### src/rtl/score_keeper.sv
// Game scoring stage: accumulates a 4-digit BCD score, tracks lives and runs
// the IDLE/PLAY/OVER game state feeding the seven-segment display.
module score_keeper #(
    parameter int unsigned LIVES_INIT = 3,
    parameter logic [15:0] WIN_SCORE  = 16'h0999
) (
    input  logic        clk,
    input  logic        rst,
    input  logic        start,
    input  logic        hit_valid,
    input  logic [3:0]  hit_points,
    input  logic        miss,
    output logic [15:0] bcd_score,
    output logic [3:0]  get_score,
    output logic        score_signal,
    output logic [1:0]  lives,
    output logic        game_end,
    output logic        playing
);

    localparam int unsigned DIGITS    = 4;
    localparam logic [1:0]  LIVES_RST = 2'(LIVES_INIT);
    localparam logic [15:0] SCORE_MAX = 16'h9999;

    typedef enum logic [1:0] {
        IDLE,
        PLAY,
        OVER
    } state_t;

    state_t      state;
    logic [3:0]  points_c;
    logic [15:0] sum_c;
    logic        carry_c;
    logic [4:0]  digit_c;
    logic        end_c;

    assign points_c = (hit_points > 4'd9) ? 4'd9 : hit_points;

    // Decimal ripple add of the clamped points; saturate instead of wrapping.
    always_comb begin
        sum_c   = '0;
        carry_c = 1'b0;
        digit_c = '0;
        for (int i = 0; i < DIGITS; i++) begin
            digit_c = 5'(bcd_score[i*4 +: 4]) + 5'(carry_c)
                    + ((i == 0) ? 5'(points_c) : 5'd0);
            if (digit_c > 5'd9) begin
                sum_c[i*4 +: 4] = 4'(digit_c - 5'd10);
                carry_c         = 1'b1;
            end else begin
                sum_c[i*4 +: 4] = digit_c[3:0];
                carry_c         = 1'b0;
            end
        end
        if (carry_c) begin
            sum_c = SCORE_MAX;
        end
    end

    // Lives can only reach zero via a miss while a single life remains.
    assign end_c = (hit_valid && (sum_c >= WIN_SCORE)) || (miss && (lives <= 2'd1));

    always_ff @(posedge clk) begin
        if (rst) begin
            state        <= IDLE;
            bcd_score    <= '0;
            get_score    <= '0;
            score_signal <= 1'b0;
            lives        <= LIVES_RST;
            game_end     <= 1'b0;
            playing      <= 1'b0;
        end else begin
            case (state)
                IDLE, OVER: begin
                    if (start) begin
                        state     <= PLAY;
                        bcd_score <= '0;
                        get_score <= '0;
                        lives     <= LIVES_RST;
                        game_end  <= 1'b0;
                        playing   <= 1'b1;
                    end
                end
                PLAY: begin
                    if (hit_valid) begin
                        bcd_score    <= sum_c;
                        get_score    <= points_c;
                        score_signal <= ~score_signal;
                    end
                    if (miss && (lives != 2'd0)) begin
                        lives <= lives - 2'd1;
                    end
                    if (end_c) begin
                        state    <= OVER;
                        playing  <= 1'b0;
                        game_end <= 1'b1;
                    end
                end
                default: begin
                    state    <= IDLE;
                    playing  <= 1'b0;
                    game_end <= 1'b0;
                end
            endcase
        end
    end

endmodule
### config.mk
export PLATFORM = sky130hd
export DESIGN_NAME = score_keeper
export DESIGN_NICKNAME = d
export VERILOG_FILES = /design/src/rtl/score_keeper.sv
export SDC_FILE = /design/constraint.sdc
export NUM_CORES = 1
export LEC_CHECK = 0
export BUFFER_PORTS_ARGS = -buffer_cell sky130_fd_sc_hd__buf_2
export CORE_ASPECT_RATIO = 1.25
export CORE_UTILIZATION = 63
export CTS_BUF_LIST = sky130_fd_sc_hd__clkbuf_4 sky130_fd_sc_hd__clkbuf_8
export DETAILED_ROUTE_END_ITERATION = 12
export PLACE_DENSITY = 0.95
export SETUP_SLACK_MARGIN = 0.05
export SYNTH_ARGS = -nofsm -noshare
export SYNTH_HDL_FRONTEND = slang
export SYNTH_SLANG_ARGS = --single-unit
export TNS_END_PERCENT = 20
### constraint.sdc
create_clock -name clk -period 15.1 [get_ports clk]
set_clock_uncertainty 0.05 [all_clocks]
set_input_delay 2.265 -clock clk [delete_from_list [all_inputs] [get_ports clk]]
set_output_delay 2.265 -clock clk [all_outputs]
set_load 0.005 [all_outputs]
==> summary.md <==
| Metric | Value |
|---|---|
| Max VDD drop | `slightly above 0.07 mV` |
| Worst-path maximum fanout | `11` |
| Cts bufs inserted | `3` |
| Vias in the first global route | `between 2000 and 2500` |
| Worst setup SP type | `primary input` |
| Initial core utilization | `between 60 and 70%` |
| Post-Route Hold Slack | `0.449 ns` |
| RSZ-0062 raised after global routing | `false` |
| DR vias/cell | `roughly 6.6` |
| Critical Path Sink Type | `flop` |
| Hold path startpoint | `get_score[2]$_SDFFE_PP0P_` |
| Crit Path Category | `primary input to flop` |
| Fin Setup TNS | `0 ns` |
| Avg Inst Size Synth | `7.54 µm²` |
| Final antenna-violating net count | `0` |
| Core area | `3000 µm²` |
| Count of clock tree sinks | `26` |
| Post-detail-place hpwl | `around 3700 µm` |
| Most common library cell in the layout ignoring fill and taps | `buf_2` |
| Clock latency on the worst-skew pair | `~0.34 ns` |
| Die area | `3470 µm²` |
| Data arrival time of the critical path | `8.65 ns` |
| Clock edge transition at the registers on the reported setup and hold paths | `around 0.15 ns` |
| Hold violation total from the final report | `0` |
| Area growth from synthesis to layout | `10.1%` |
| Cell taking the most area after synthesis | `dfxtp_1` |
| Endpoint of the worst register-to-register path | `playing$_SDFFE_PP0P_` |
| Synth Cell Area | `between 2000 and 2500 µm²` |
| Area share of the largest cell type after synthesis | `between 20% and 30%` |
| Count of warnings emitted by yosys | `0` |
| Delay of the slowest cell on the worst path | `between 0.4 and 0.5 ns` |
| Hold_buf cts | `0` |
| Max Slew Vio Count | `0` |
| Die width | `around 53 µm` |
| Std cell rows | `22` |
| Number of antenna cells inserted | `0` |
| First-pass DRT Iterations | `5` |
| WHS Path Cells | `2` |
| FF-to-FF Start | `bcd_score[0]$_SDFFE_PP0P_` |
| Total global routing track utilization | `a little under a third` |
| Number of flops mapped to enable cells by yosys | `0` |
| Detailed Route WL | `approximately 5100 µm` |
| Total power per unit cell area | `slightly below 80 nW/µm²` |
| Number of failing setup endpoints in the final timing report | `0` |
| Hold Path Sink | `get_score[2]$_SDFFE_PP0P_` |
| Cell types with the largest area share after synthesis | `dfxtp_1, ha_1, a21oi_1` |
| Placed cell count | `approximately 320` |
| Clock tree from TritonCTS | `done` |
| Max frequency | `between 100 and 150 MHz` |
| Number of buffers and inverters on the critical path | `3` |
| Largest buffer count on any clock path | `2` |
| Number of synthesized register bits | `26` |
| Setup Buffers After CTS | `0` |
| Final period utilization | `55.8%` |
| Syn Nets | `just under 300` |
| Flop2flop setup slack | `between 8 and 9 ns` |
| Nets@finish | `between 300 and 400` |
| Quantity of I/O buffers inserted on ports | `33` |
| Die Y-Extent | `roughly 66 µm` |
| Number of standard cells after synthesis | `270` |
| Async S/R FF share, synth | `0%` |
| Status | `finished, final reports clean` |
| Final instance count without filler cells | `approximately 330` |
| Layout cell share with drive strength beyond 1 | `around 16%` |
| Cell with the largest stage delay on the worst path | `ha_1` |
| Leading register cell type out of synthesis | `dfxtp_1` |
| CP Launch Point | `hit_points[3]` |
| Highest-count cells in the layout ignoring fill and taps | `buf_2, a21oi_1, dfxtp_1` |
| Cell at the root of the clock tree | `clkbuf_4` |
| Critical path required time | `approximately 15 ns` |
| Total congestion overflow | `0` |
| Number of fillers in the final layout | `roughly 230` |
| Post-layout min period | `~8.4 ns` |
| Wire length of the first global-routing pass | `8430 µm` |
| Worst min-delay path class | `flop to flop` |
| Register-to-Register Path Depth | `24` |
| Routed WL per cell | `between 15 and 20 µm` |
| CTS H-tree lvls | `1` |
| Reported max-cap violation count | `0` |
| Total leakage power | `roughly 0.9 nW` |
| Number of unique standard cell types used by synthesis | `between 50 and 60` |
| Top cell family by delay on the critical path | `adder cells` |
| Number of top-level pins | `34` |
| Max-Slew Margin vs Limit | `roughly two fifths` |
| Placer's final routability congestion estimate | `0.890` |
| Sequential-to-total area share from yosys stat | `about a quarter` |
| Total number of vias | `between 2000 and 2500` |
| Slew at the pin closest to its max-slew limit | `approximately 0.89 ns` |
| DRC viols | `0` |
| Number of gates given a new drive strength after cts | `0` |
| Largest net degree at the start of global routing | `28` |
| Antenna violations before repair | `0` |
| Initial DRC Count | `139` |
| Cell repeated most along the worst path | `ha_1` |
==> worst register-to-register path, stage by stage (launching register included) <==
cell and delay [ns]:
dfxtp_1 0.41, ha_1 0.21, inv_1 0.06, fa_1 0.41, xnor2_1 0.28, inv_2 0.11
and2_1 0.18, o311ai_2 0.33, ha_1 0.35, ha_1 0.38, or2_2 0.36, a21oi_1 0.16
a311oi_1 0.07, ha_1 0.29, ha_1 0.47, o21ai_0 0.19, a211oi_1 0.29, ha_1 0.23
ha_1 0.27, nand2b_1 0.16, nor2_1 0.06, nor3_2 0.47, o211ai_1 0.18, a211o_1 0.34
a311oi_2 0.23
==> worst max-delay path by stage <==
stage / to / slack, ns / cells after the start
after floorplan: playing$_SDFFE_PP0P_ / 6.98 / 28
after global placement: playing$_SDFFE_PP0P_ / 6.67 / 27
after detailed placement: playing$_SDFFE_PP0P_ / 6.38 / 27
after CTS: playing$_SDFFE_PP0P_ / 6.72 / 27
after global routing: playing$_SDFFE_PP0P_ / 6.12 / 27
final: playing$_SDFFE_PP0P_ / 6.67 / 27
==> through the flow <==
step | total power [mW] | instance area [µm²] | utilization [%] | worst slack, ns
after floorplan | 0.111 | 2040 | - | 6.98
after global placement | 0.123 | 2190 | 73.0 | 6.67
after detailed placement | 0.124 | 2190 | 73.0 | 6.38
after CTS | 0.173 | 2240 | 74.7 | 6.72
after global routing | 0.181 | 2240 | 74.7 | 6.12
final | 0.175 | 2240 | 74.7 | 6.67
==> Yosys cell counts (all sizes together), types with 2 or more instances <==
cell and number:
or2 4, nand3 17, a21oi 27, nand3b 2, nand4 2, or3 4, nor3 15, a21boi 3
nor4 3, a22oi 3, inv 14, nor2 19, and2 4, mux2i 2, o211ai 5, xnor2 5
dfxtp 26, nand2 14, a2111oi 2, nand2b 13, nor3b 2, ha 15, a211o 2, a31oi 6
a21o 2, a311oi 2, o21a 4, o21ai 11, and3 3, a211oi 6, clkbuf 14, nor2b 3
==> flip-flops by register name, indices dropped and copies added (netlist names) <==
signal        count
bcd_score        16
get_score         4
lives             2
game_end          1
playing           1
score_signal      1
state             1
==> routing by layer <==
layer	up-vias	part of all wire, %	GRT usage [%]	wire [µm]
met3	29	5.5	2.78	279
met5	-	0	0	0
met4	0	3.8	16.8	196
met2	105	50	56.5	2570
li1	1033	-	-	-
met1	1005	40	37.0	2050
==> area by class of cell <==
| type | count | area (µm²) | area share (%) |
|---|---|---|---|
| flip-flops and latches | 26 | 520 | 23.2 |
| clock inverters | 1 | 30.0 | 1.34 |
| multi-input cells | 215 | 1410 | 62.7 |
| inverters | 14 | 52.6 | 2.34 |
| clock buffers | 3 | 22.5 | 1.00 |
| repair buffers | 33 | 165 | 7.37 |
| well taps | 36 | 45.0 | 2.01 |
==> cell families (layout without fill, tap and decap cells) <==
family,count (synthesis),count (layout),synth area share [%]
flip-flops,26,26,25.6
multiplexers,2,2,0.983
AO/OA/AOI/OAI,82,82,26.8
buffers and inverters,29,51,5.41
XOR/XNOR,6,6,2.58
adder cells (fa/ha/maj),16,16,10.2
AND/OR/NAND/NOR,109,109,28.5
==> power by group <==
part	internal (mW)	switching, mW	leakage (nW)	total (mW)
sequential	0.0724	0.00389	0.211	0.0763
clock	0.0269	0.0231	0.0279	0.0500
combinational	0.0190	0.0294	0.663	0.0484
(Power assumes the default switching activity.)
